$ cat src/rtl/blake_fetch_collector.sv
// Drives the blake_top fetch/ack read port and assembles the odata words into one digest.
// The first word received lands in the digest MSBs; a stalled ack stream raises err.
module blake_fetch_collector #(
  parameter int IOSIZE    = 16,
  parameter int DIGEST_W  = 256,
  parameter int TIMEOUT   = 1024,
  parameter int TIMEOUT_W = 16
) (
  input  logic                clk,
  input  logic                rst,
  input  logic                start,
  output logic                fetch,
  input  logic                ack,
  input  logic [IOSIZE-1:0]   odata,
  output logic [DIGEST_W-1:0] digest,
  output logic                digest_valid,
  output logic                busy,
  output logic                err,
  output logic [4:0]          word_cnt
);

  localparam int NWORDS = DIGEST_W / IOSIZE;

  typedef enum logic [1:0] {
    IDLE  = 2'd0,
    FETCH = 2'd1,
    DONE  = 2'd2,
    ERR   = 2'd3
  } state_t;

  state_t               state;
  state_t               next_state;
  logic [TIMEOUT_W-1:0] wait_cnt;

  logic last_word;
  logic timed_out;

  assign last_word = (word_cnt == 5'(NWORDS - 1));
  assign timed_out = (wait_cnt == TIMEOUT_W'(TIMEOUT - 1));

  always_ff @(posedge clk) begin
    if (rst) state <= IDLE;
    else     state <= next_state;
  end

  // NOTE: every always_comb output gets a default first so no path leaves it unassigned (no latch).
  always_comb begin
    next_state = state;
    case (state)
      FETCH: begin
        if (ack && last_word)       next_state = DONE;
        else if (!ack && timed_out) next_state = ERR;
      end
      default: begin
        if (start) next_state = FETCH;
      end
    endcase
  end

  // All status outputs decode the state register, so none has a combinational path from ack.
  assign fetch        = (state == FETCH);
  assign busy         = (state == FETCH);
  assign digest_valid = (state == DONE);
  assign err          = (state == ERR);

  // NOTE: sequential state uses non-blocking assignments so every register samples pre-edge values.
  always_ff @(posedge clk) begin
    if (rst) begin
      digest   <= '0;
      word_cnt <= '0;
      wait_cnt <= '0;
    end else if (state == FETCH) begin
      if (ack) begin
        for (int i = 0; i < NWORDS; i++) begin
          if (word_cnt == 5'(i)) digest[DIGEST_W-1-i*IOSIZE -: IOSIZE] <= odata;
        end
        word_cnt <= word_cnt + 5'd1;
        wait_cnt <= '0;
      end else begin
        wait_cnt <= wait_cnt + TIMEOUT_W'(1);
      end
    end else if (start) begin
      digest   <= '0;
      word_cnt <= '0;
      wait_cnt <= '0;
    end
  end

endmodule

$ cat config.mk
export PLATFORM = sky130hd
export DESIGN_NAME = blake_fetch_collector
export DESIGN_NICKNAME = d
export VERILOG_FILES = /design/src/rtl/blake_fetch_collector.sv
export SDC_FILE = /design/constraint.sdc
export NUM_CORES = 1
export LEC_CHECK = 0
export BUFFER_PORTS_ARGS = -buffer_cell sky130_fd_sc_hd__buf_2
export CAP_MARGIN = 20
export CORE_MARGIN = 2
export CORE_UTILIZATION = 44
export DETAILED_ROUTE_END_ITERATION = 10
export PLACE_DENSITY = 0.65
export SLEW_MARGIN = 40
export SYNTH_ARGS = -nofsm -noshare
export SYNTH_HDL_FRONTEND = slang
export SYNTH_SLANG_ARGS = --single-unit
$ cat constraint.sdc
create_clock -name clk -period 5.5 [get_ports clk]
set_input_delay 0.825 -clock clk [delete_from_list [all_inputs] [get_ports clk]]
set_output_delay 0.825 -clock clk [all_outputs]
set_load 0.02 [all_outputs]
# --- Yosys cells after proc, flatten, opt, wreduce, memory -nomap -nowiden ---
# Cells that the tools add are included.
classes:
  addsub: 2
  n_eq_ne: 37
  muxes: 29
  reduce_logical: 23
ops:
  columns: ["operator", "n"]
  rows:
  - ["256-bit two-way mux", 3]
  - ["16-bit two-way mux", 19]
  - ["3-bit AND reduction", 16]
  - ["5-bit by 4-bit == test with 1-bit output, second input constant", 8]
  - ["2-bit by 1-bit != test with 1-bit output, second input constant", 16]
  - ["5-bit by 3-bit == test with 1-bit output, second input constant", 4]
  - ["16-bit by 1-bit adder with 16-bit output, second input constant", 1]
  - ["16-bit by 10-bit == test with 1-bit output, second input constant", 1]
  - ["5-bit two-way mux", 3]
  - ["5-bit by 2-bit == test with 1-bit output, second input constant", 2]
  - ["2-bit two-way mux", 4]
  - ["5-bit by 1-bit adder with 5-bit output, second input constant", 1]
  - ["5-bit by 1-bit == test with 1-bit output, second input constant", 1]
  - ["5-bit logical NOT", 1]
  - ["2-bit == test, second input constant", 2]
  - ["2-bit AND reduction", 2]
  - ["3-bit by 1-bit != test with 1-bit output, second input constant", 1]
  - ["2-bit by 1-bit == test with 1-bit output, second input constant", 1]
  - ["1-bit logical AND", 2]
  - ["2-bit != test, second input constant", 1]
  - ["2-bit nonzero test", 1]
  - ["1-bit logical NOT", 1]
totals:
  ff_bits: 279
  in_bits: 20
  word_cells: 110

# --- Longest topological paths before layout ---
# Gate-level depths: netlist of the first run.
depth:
  depth_word: 5
  ltp_mapped: 8
  ltp_nobuf: 6

# --- Worst setup path before layout of the first run ---
# Ideal clock, no wire load.
synth_path:
  path_type: "reg2reg"
  start: "reg word_cnt[0]"
  end: "reg digest[10]"
  setup_ns: 0.065
  t_arrival_ns: 1.975
  t_required_ns: 5.435
  slack_ns: 3.460
  path_stages_with_launch: 9
  n_path_buf: 2
  period_less_slack_ns: 2.040
  path_cell_list: "dfxtp_1 > ha_1 > and3_1 > ha_1 > and2_1 > clkbuf_1 > clkbuf_1 > a22oi_1 > nor2_1"
synth_between:
  elab_chain_cells: 3
synth_lines:
  columns: ["item", "line_no", "rtl"]
  rows:
  - ["from (decl)", "19", "output logic [4:0] word_cnt"]
  - ["from (signal assigned)", "77", "word_cnt <= word_cnt + 5'd1;"]
  - ["5-bit by 4-bit == test with 1-bit output", "75", "if (word_cnt == 5'(i)) digest[DIGEST_W-1-i*IOSIZE -: IOSIZE] <= odata;"]
  - ["2-bit by 1-bit != test with 1-bit output (no source line)", null, null]
  - ["3-bit AND reduction (no source line)", null, null]
  - ["to (signal, indexed assignment)", "75", null]
  - ["to (decl)", "15", "output logic [DIGEST_W-1:0] digest,"]
# Every way passes these cells.
# A chain may end at the register's enable or synchronous reset.

# --- Final worst setup path of the first run ---
layout_path:
  start: "reg state[1]"
  end: "out busy"
layout_between:
  elab_chain_cells: 1
layout_lines:
  columns: ["item", "line_no", "rtl"]
  rows:
  - ["from (decl)", "31", "state_t state;"]
  - ["from (signal assigned)", "43", "else state <= next_state;"]
  - ["2-bit by 1-bit == test with 1-bit output", "62", "assign busy = (state == FETCH);"]
  - ["to (decl)", "17", "output logic busy,"]
# Every way passes these cells.

==> summary.md, run 1 <==
| Metric | Value |
|---|---|
| Num rows | `58` |
| Synth Instances | `1303` |
| Post-DP HPWL | `23100 um` |
| RSZ-0062 raised after global routing | `false` |
| Crit path kind | `register to output pin` |
| Routability Congestion | `between 0.8 and 0.9` |
| Hold Path Class | `register to register` |
| CTS Hold Bufs | `0` |
| Fin. Hold Viols | `0` |
| H-tree depth | `1` |
| Area grow syn2layout | `21.6%` |
| WL/cell | `19.5 um` |
| Clock Tree Root | `clkbuf_16` |
| Yosys top cell by area | `dfxtp_1` |
| Final Total Pwr | `4.51 mW` |
| Setup-failing EPs final | `0` |
| Layout Cells excl Fill | `between 1500 and 2000` |
| Vias in the first global route | `9118` |
| Most used flip-flop cell after synthesis | `dfxtp_1` |
| Post-Place Cells | `~1800` |
| Total global-route track usage | `approximately a quarter` |
| Register area share after synthesis | `50.4%` |
| Residual DRC count | `0` |
| Critical Path RT | `4.68 ns` |
| Worst relative slew slack | `approximately two fifths` |
| Core Region | `25000 um2` |
| # IOs | `285` |
| Max Cap Viol | `0` |
| Most common cell in the netlist | `dfxtp_1` |
| Initial Util | `44.4%` |
| Final Instance Area | `13500 um2` |
| Clk_skew | `0.0153 ns` |
| Vias per cell | `5.49` |
| Worst-path clk slew | `around 0.060 ns` |
| Synth area leaders | `dfxtp_1, a21oi_1, nand3_1` |
| Skew-Pair Late Insertion Delay | `0.56 ns` |
| Die area | `26500 um2` |
| Share of layout cells above drive strength 1 | `23.8%` |
| Global-route wire length before repair | `54000 um` |
| Commonest cells post-synth | `dfxtp_1, a21oi_1, nand3_1` |
| Syn_nets | `1329` |
| Largest net degree at the start of global routing | `131` |
| Critical Path AT | `2.15 ns` |
| Post-place instance area | `between 10000 and 15000 um2` |
| Crit start category | `register` |
| Yosys cell types | `49` |
| Port buffer count | `~280` |
| Initial antenna violation count | `3` |
| Sink Count | `279` |
| Nets | `1523` |
| Clk buf depth | `3` |
| Cell Pwr Density | `approximately 330 nW/um2` |
| DIE HEIGHT | `163 um` |
| FF+latch count, synth | `279` |
| Post-synth EDFFs | `0` |
| Final WL | `36100 um` |
| CTS tree | `yes` |
| R2R setup slack | `2.88 ns` |
| Total gr overflow | `0` |
| Setup TNS | `0 ns` |
| Pleak | `approximately 5.7 nW` |
| Mapped Area | `11100 um2` |
| Slew @ Worst Pin | `~0.88 ns` |
| Ratio of final minimum period to clock period | `54.1%` |
| Top cell type's share of synthesized area | `between 50% and 60%` |
| Tmin final | `2.98 ns` |
| CTS Buf Count | `30` |
| CP Max Fanout | `21` |
| Status | `complete, no violations` |
| Drt pass-1 iters | `5` |
| Post_cts resized | `0` |
| Final Max Slew Viols | `0` |
| Synth warnings | `0` |
| Drt initial violations | `around 1100` |
| Max IR drop VDD | `0.218 mV` |
| Post-synth ARST share | `0%` |
| Avg Cell Area, Syn | `8.50 um2` |
| Crit end category | `output pin` |
| DRT antenna net count | `0` |
| DIE WIDTH | `163 um` |
| Max Freq | `0.336 GHz` |
| Post-CTS Setup Bufs | `0` |
| Via count | `10200` |
[flip-flops by register name, summed over array words and instances, names as in the netlist]
register / flops
wait_cnt: 16
digest: 256
state: 2
word_cnt: 5
[layer usage]
| layer | wire (um) | GRT usage, % | up-vias |
|---|---|---|---|
| li1 | - | - | 4865 |
| met1 | 15500 | 35.7 | 4850 |
| met2 | 16900 | 40.6 | 403 |
| met3 | 2810 | 5.37 | 57 |
| met4 | 932 | 8.81 | 0 |
| met5 | 0 | 0 | - |
[layout by cell type (no fill, tap or decap), drive strengths merged, types with 14 or more instances in the layout]
cell	instances
nand3	175
nor2b	33
nand2b	66
dfxtp	279
buf	289
o21ai	74
clkbuf	35
a22oi	19
and2	20
nand2	170
mux2i	49
clkinv	14
a21oi	178
nor2	32
[per-stage QoR]
step / hold WS, ns / worst slack [ns] / utilization (%)
finish: 0.463 / 2.52 / 54.0
CTS: 0.463 / 2.52 / 53.9
floorplan: 0.449 / 3.46 / -
detailed placement: 0.455 / 2.59 / 49.5
global placement: 0.447 / 2.49 / 49.5
global route: 0.480 / 2.35 / 54.0
[area by class of cell]
class | count | area (um2)
Sequential cell | 279 | 5590
Antenna cell | 3 | 7.51
Timing Repair Buffer | 290 | 1480
Fill cell | 2430 | 11500
Multi-Input combinational cell | 891 | 4890
Inverter | 5 | 18.8
Clock inverter | 21 | 280
Clock buffer | 34 | 796
Tap cell | 330 | 413
[worst paths after layout]
kind,from,to,cells after the start
worst max-delay path,state[1]$_SDFFE_PP0P_,busy,3
worst min-delay path,digest[47]$_SDFFE_PP0P_,digest[47]$_SDFFE_PP0P_,2
worst max register to register,state[1]$_SDFFE_PP0P_,digest[240]$_SDFFE_PP0P_,5
worst min register to register,digest[47]$_SDFFE_PP0P_,digest[47]$_SDFFE_PP0P_,2
[cell families after synthesis]
family | count (synthesis) | share of synthesized area, %
AO/OA/AOI/OAI | 289 | 14.0
XOR/XNOR | 1 | 0.0791
adder cells (fa/ha/maj) | 6 | 0.678
buffers and inverters | 133 | 5.64
flip-flops | 279 | 50.4
multiplexers | 49 | 4.43
AND/OR/NAND/NOR | 546 | 24.7
[power breakdown]
group / leakage [nW] / switching [mW] / internal, mW
Sequential: 2.25 / 0.0154 / 2.04
Combinational: 2.88 / 0.213 / 0.0696
Clock: 0.536 / 0.845 / 1.32
[worst max-delay path: stages, from the launching register on]
cell and delay [ns]:
dfxtp_1 0.45, nand2b_1 0.55, inv_2 0.34, buf_2 0.26
No activity file was read; power rests on OpenSTA's default activity.
==> run 2, diff against run 1 <==
Clock period 5.5 ns to 3.1 ns, I/O delays scaled along.
==> summary.md, run 2 (synthesis gave the netlist of run 1 again) <==
| Metric | Value |
|---|---|
| Clk_skew | `0.0200 ns (was 0.0153 ns)` |
| Clock Tree Root | `clkbuf_16 (unchanged)` |
| Top layer in use | `met4 (unchanged)` |
| Largest Register | `digest (unchanged)` |
| Commonest non-fill, non-tap cell in the layout | `buf_2 (unchanged)` |
| Crit start category | `register (unchanged)` |
| Total gr overflow | `0 (unchanged)` |
| Crit path kind | `register to register (was register to output pin)` |
| Core Region | `25000 um2 (unchanged)` |
| Met1 wire length | `15400 um (was 15500 um)` |
| Initial antenna violation count | `4 (was 3)` |
| Drt initial violations | `1009 (was 1051)` |
| RSZ-0062 raised after global routing | `false (unchanged)` |
| Vias in the first global route | `8866 (was 9118)` |
| Skew-Pair Late Insertion Delay | `0.55 ns (was 0.56 ns)` |
| Global-route wire length before repair | `52800 um (was 54000 um)` |
| DIE WIDTH | `163 um (unchanged)` |
| Worst hold start | `odata[14] (was digest[47]$_SDFFE_PP0P_)` |
| Crit end category | `register (was output pin)` |
| Residual DRC count | `0 (unchanged)` |
| Slew @ Worst Pin | `0.817 ns (was 0.885 ns)` |
| CTS tree | `yes (unchanged)` |
| WL/cell | `19.1 um (was 19.5 um)` |
| Core Util, Final | `53.5% (was 54.0%)` |
| DRT antenna net count | `0 (unchanged)` |
| Setup TNS | `0 ns (unchanged)` |
| Initial Util | `44.4% (unchanged)` |
| Via count | `10100 (was 10200)` |
| Cell Pwr Density | `560 nW/um2 (was 335 nW/um2)` |
| Vias per cell | `5.46 (was 5.49)` |
| Post_cts resized | `0 (unchanged)` |
| Setup-failing EPs final | `0 (unchanged)` |
| # IOs | `285 (unchanged)` |
| Sink Count | `279 (unchanged)` |
| Area grow syn2layout | `20.5% (was 21.6%)` |
| CP startpoint | `state[0]$_SDFFE_PP0P_ (was state[1]$_SDFFE_PP0P_)` |
| Tmin final | `2.50 ns` |
| Drt pass-1 iters | `5 (unchanged)` |
| Critical Path AT | `2.95 ns (was 2.15 ns)` |
| Post-CTS Setup Bufs | `0 (unchanged)` |
| Nets | `1527 (was 1523)` |
| Post-DP HPWL | `23100 um (about the same)` |
| Port buffer count | `284 (unchanged)` |
| Share of layout cells above drive strength 1 | `23.1% (was 23.8%)` |
| Clk buf depth | `3 (unchanged)` |
| CTS Buf Count | `29 (was 30)` |
| Max Freq | `0.400 GHz` |
| Final WL | `35400 um (was 36100 um)` |
| Worst reg2reg path startpoint | `state[0]$_SDFFE_PP0P_ (was state[1]$_SDFFE_PP0P_)` |
| Routability Congestion | `0.844 (about the same)` |
| DIE HEIGHT | `163 um (unchanged)` |
| H-tree depth | `1 (unchanged)` |
| Largest net degree at the start of global routing | `125 (was 131)` |
| Num rows | `58 (unchanged)` |
| Max reg flops | `256 (unchanged)` |
| Die area | `26500 um2 (unchanged)` |
| Ratio of final minimum period to clock period | `80.6%` |
| Regs by FF count | `digest (256), wait_cnt (16), word_cnt (5) (unchanged)` |
| Critical Path RT | `3.55 ns (was 4.68 ns)` |
| Max Cap Viol | `0 (unchanged)` |
| Max IR drop VDD | `0.415 mV (was 0.218 mV)` |
| Pleak | `5.60 nW (was 5.67 nW)` |
| CP Max Fanout | `21 (unchanged)` |
| Worst relative slew slack | `45.6% (was 41.0%)` |
| Hold Path Class | `primary input to register (was register to register)` |
| Final Max Slew Viols | `0 (unchanged)` |
| WL met3 | `3020 um (was 2810 um)` |
| Status | `complete, no violations (unchanged)` |
| Most frequent cells in the layout | `buf_2, dfxtp_1, a21oi_1 (was buf_2, dfxtp_1, nand3_1, a21oi_1, nand2_1)` |
| Worst-path clk slew | `0.06 ns (about the same)` |
| CTS Hold Bufs | `0 (unchanged)` |
| Total global-route track usage | `25.3% (was 25.9%)` |
| Fin. Hold Viols | `0 (unchanged)` |
| DR WL met2 | `16100 um (was 16900 um)` |
-- run 2: per-stage QoR --
stage                     setup slack (ns)  cells  total power [mW]  area (um2)  hold WS (ns)
final                                0.601   1854              7.47       13300         0.166
after global placement               0.649   1798              4.22       12400         0.447
after CTS                            0.595   1848              7.50       13300         0.151
after detailed placement             0.600   1798              4.23       12400         0.455
after floorplan                       1.06   1303              4.07       11100         0.449
after global routing                 0.388   1854              7.71       13300         0.164
-- run 2: power breakdown --
part           switching (mW)  internal, mW  total (mW)  leakage, nW
clock network            1.44          1.88        3.32        0.435
logic                   0.377         0.131       0.507         2.91
registers              0.0223          3.62        3.65         2.25
total                    1.84          5.63        7.47         5.60
-- run 2: final cells by class --
cell class / count / area [um2]
antenna: 4 / 10.0
clock buffer: 42 / 845
clock inverter: 8 / 51.3
fill: 2409 / 11600
inverter: 5 / 18.8
multi-input combinational: 891 / 4880
sequential: 279 / 5590
tap: 330 / 413
timing repair buffer: 295 / 1550
-- run 2: path summary, 6_finish.rpt --
check / depth (start not counted) / slack [ns] / to
hold / removal: 3 / 0.17 / digest[238]$_SDFFE_PP0P_
setup reg to reg: 5 / 0.60 / digest[208]$_SDFFE_PP0P_
setup / recovery: 5 / 0.60 / digest[208]$_SDFFE_PP0P_
hold reg to reg: 2 / 0.46 / digest[20]$_SDFFE_PP0P_
-- run 2: critical path: stages (launching register included) --
cell and delay (ns):
dfxtp_1 0.46, nand2b_1 0.35, inv_2 0.38, and2_1 0.69, nand2b_1 0.32, o21ai_0 0.22
-- run 2: layer usage --
layer | global-route usage [%] | vias to the layer above
met1 | 34.8 | 4814
met3 | 5.91 | 52
met2 | 39.3 | 384
met4 | 8.05 | 0
li1 | - | 4868
met5 | 0 | -
==> run 3, diff against run 2 <==
Settings changed: ABC_AREA set to 1, PLACE_DENSITY 0.65 to 0.69.
Clock period 3.1 ns to 2.1 ns, I/O delays scaled along.
==> summary.md, run 3 <==
| Metric | Value |
|---|---|
| Pleak | `5.62 nW (was 5.60 nW)` |
| Commonest cells post-synth | `nand2_1, dfxtp_1, a21oi_1 (was dfxtp_1, a21oi_1, nand3_1)` |
| Yosys cell types | `27 (was 49)` |
| Xor and xnor area share after synthesis | `0% (was 0.0791%)` |
| Synth warnings | `0 (unchanged)` |
| CP bufs+invs | `3 (was 1)` |
| Worst relative slew slack | `48.5% (was 45.6%)` |
| Area grow syn2layout | `25.9% (was 20.5%)` |
| Final Total Pwr | `12.3 mW (was 7.47 mW)` |
| DIE HEIGHT | `158 um (was 163 um)` |
| Total gr overflow | `0 (unchanged)` |
| CTS Buf Count | `30 (was 29)` |
| Clk_skew | `0.00790 ns (was 0.0200 ns)` |
| Final WL | `33400 um (was 35400 um)` |
| Cell Pwr Density | `938 nW/um2 (was 560 nW/um2)` |
| Setup-failing EPs final | `0 (unchanged)` |
| Most common cell in the netlist | `nand2_1 (was dfxtp_1)` |
| Critical Path RT | `2.56 ns (was 3.55 ns)` |
| Num rows | `56 (was 58)` |
| CP Cell Sequence | `inv_2 -> nand2_2 -> buf_12 -> nor2_2 -> inv_1 -> a211oi_1 (was nand2b_1 -> inv_2 -> and2_1 -> nand2b_1 -> o21ai_0)` |
| WL/cell | `17.4 um (was 19.1 um)` |
| Delay-heaviest family, CP | `simple AND/OR/NAND/NOR gates (unchanged)` |
| Crit end category | `register (unchanged)` |
| Crit start category | `register (unchanged)` |
| Post-synthesis mux area share | `0% (was 4.43%)` |
| Max reg flops | `256 (unchanged)` |
| Post-Place Cells | `1870 (was 1798)` |
| Most frequent cells in the layout | `nand2_1, buf_2, dfxtp_1 (was buf_2, dfxtp_1, a21oi_1)` |
| Clk buf depth | `3 (unchanged)` |
| Synth Instances | `1315 (was 1303)` |
| Final hold slack | `0.0268 ns (was 0.166 ns)` |
| Storage element area | `5590 um2 (unchanged)` |
| Port buffer count | `284 (unchanged)` |
| Initial Util | `44.6% (was 44.4%)` |
| Core Region | `23300 um2 (was 25000 um2)` |
| Fin. Hold Viols | `0 (unchanged)` |
| Initial antenna violation count | `3 (was 4)` |
| Via count | `9823 (was 10100)` |
| Avg Cell Area, Syn | `7.92 um2 (was 8.50 um2)` |
| Tmin final | `1.97 ns (was 2.50 ns)` |
| Worst-path clk slew | `0.06 ns (about the same)` |
| Share of layout cells above drive strength 1 | `25.6% (was 23.1%)` |
| Max IR drop VDD | `0.785 mV (was 0.415 mV)` |
| Vias in the first global route | `8841 (was 8866)` |
| Main combinational cell family by area after synthesis | `simple AND/OR/NAND/NOR gates (unchanged)` |
| Largest net degree at the start of global routing | `81 (was 125)` |
| Clock Tree Root | `clkbuf_16 (unchanged)` |
| Top cell type's share of synthesized area | `53.6% (was 50.4%)` |
| Post-DP HPWL | `22700 um (was 23100 um)` |
| Slowest-stage cell, CP | `nor2_2 (was and2_1)` |
| Register area share after synthesis | `53.6% (was 50.4%)` |
| H-tree depth | `1 (unchanged)` |
| Ratio of final minimum period to clock period | `93.8% (was 80.6%)` |
| Simple-Gate Fraction of Synth Area | `21.8% (was 24.7%)` |
| Syn_nets | `1341 (was 1329)` |
| Slew @ Worst Pin | `0.771 ns (was 0.817 ns)` |
| Setup TNS | `0 ns (unchanged)` |
| Drt pass-1 iters | `5 (unchanged)` |
| Skew-Pair Late Insertion Delay | `0.56 ns (was 0.55 ns)` |
| FF+latch count, synth | `279 (unchanged)` |
| Routability Congestion | `0.834 (was 0.844)` |
| # IOs | `285 (unchanged)` |
| Critical Path AT | `2.43 ns (was 2.95 ns)` |
| CTS tree | `yes (unchanged)` |
| Residual DRC count | `0 (unchanged)` |
| Fill count | `2226 (was 2409)` |
| Hold Path Class | `primary input to register (unchanged)` |
| Post-synth ARST share | `0% (unchanged)` |
| Most used flip-flop cell after synthesis | `dfxtp_1 (unchanged)` |
| Crit path kind | `register to register (unchanged)` |
| Adder-cell area share of the yosys netlist | `0.721% (was 0.678%)` |
| Final Max Slew Viols | `0 (unchanged)` |
| Status | `complete, no violations (unchanged)` |
| Sink Count | `279 (unchanged)` |
| Compound-Gate Fraction of Synth Area | `18.0% (was 14.0%)` |
| Yosys top cell by area | `dfxtp_1 (unchanged)` |
| Global-route wire length before repair | `49900 um (was 52800 um)` |
| R2R setup slack | `0.13 ns (was 0.60 ns)` |
| Crit-path max cell delay | `0.54 ns (was 0.69 ns)` |
| Drt initial violations | `796 (was 1009)` |
| Commonest non-fill, non-tap cell in the layout | `nand2_1 (was buf_2)` |
| DIE WIDTH | `158 um (was 163 um)` |
| Synth area leaders | `dfxtp_1, nand2_1, a21oi_1 (was dfxtp_1, a21oi_1, nand3_1)` |
| Total global-route track usage | `25.7% (was 25.3%)` |
| Die area | `24900 um2 (was 26500 um2)` |
| CP Max Fanout | `21 (unchanged)` |
| Post-synth EDFFs | `0 (unchanged)` |
| CTS Hold Bufs | `0 (unchanged)` |
| Vias per cell | `5.10 (was 5.46)` |
| Max Freq | `0.508 GHz (was 0.400 GHz)` |
| Regs by FF count | `digest (256), wait_cnt (16), word_cnt (5) (unchanged)` |
| DRT antenna net count | `0 (unchanged)` |
| Area of the multi-input gates | `4230 um2 (was 4880 um2)` |
| Mapped Area | `10400 um2 (was 11100 um2)` |
| Max Cap Viol | `0 (unchanged)` |
| Largest Register | `digest (unchanged)` |
| Layout Cells excl Fill | `1925 (was 1854)` |
| Nets | `1610 (was 1527)` |
run 3: changes by cell type after synthesis, moves of 27 or more:
cell | previous run | this run
nand2_1 | 170 | 417
nand3_1 | 175 | 14
a21oi_1 | 177 | 266
nand2b_1 | 66 | 0
inv_1 | 4 | 62
mux2i_1 | 49 | 0
o21ai_0 | 50 | 84
nor2b_1 | 33 | 0
buf_2 | 54 | 27
run 3: kinds of logic (layout without fill, tap and decap cells):
logic type | Yosys count | in the layout
flip-flops | 279 | 279
AND/OR/NAND/NOR | 520 | 520
other | 0 | 3
buffers and inverters | 143 | 431
AO/OA/AOI/OAI | 367 | 367
adder cells (fa/ha/maj) | 6 | 6
run 3: path summary, 6_finish.rpt:
path | start | endpoint | depth (start not counted)
setup / recovery | state[1]$_SDFFE_PP0P_ | digest[204]$_SDFFE_PP0P_ | 6
hold / removal | odata[5] | digest[5]$_SDFFE_PP0P_ | 3
setup reg to reg | state[1]$_SDFFE_PP0P_ | digest[204]$_SDFFE_PP0P_ | 6
hold reg to reg | digest[3]$_SDFFE_PP0P_ | digest[3]$_SDFFE_PP0P_ | 2
run 3: cell type report:
| type | instances | share of cell area [%] |
|---|---|---|
| sequential | 279 | 42.6 |
| tap | 319 | 3.04 |
| inverter | 68 | 2.03 |
| multi-input combinational | 893 | 32.3 |
| clock buffer | 38 | 6.26 |
| antenna | 3 | 0.0573 |
| timing repair buffer | 312 | 12.9 |
| clock inverter | 13 | 0.830 |
run 3: where the power goes:
part | switching [mW] | total [mW] | leakage, nW | internal [mW]
registers | 0.122 | 5.64 | 2.26 | 5.52
logic | 1.20 | 1.62 | 2.89 | 0.414
clock network | 2.17 | 5.04 | 0.468 | 2.87
run 3: tightest hold or removal path: stages:
cell and delay [ns]:
buf_2 0.11, nand2_1 0.06, a21oi_1 0.05
run 3: per-stage QoR:
step                      cell area, um2  setup WS, ns  utilization [%]
after floorplan                    10400         0.172                -
after global placement             12100         0.178             52.0
after detailed placement           12100         0.130             52.0
after CTS                          13100        0.0697             56.0
after global routing               13100      -0.00854             56.2
final                              13100         0.130             56.2
run 3: timing repair:
action / in CTS / in global routing
setup buffers: 0 / 1
setup endpoints to repair: 0 / 26
gates resized for setup: 0 / 8
run 3: layer usage:
metal	track usage (%)	up-vias	wire length, um
li1	-	4828	-
met5	0	-	0
met1	34.6	4569	14500
met3	5.28	67	2470
met2	40.0	359	15300
met4	11.0	0	1170
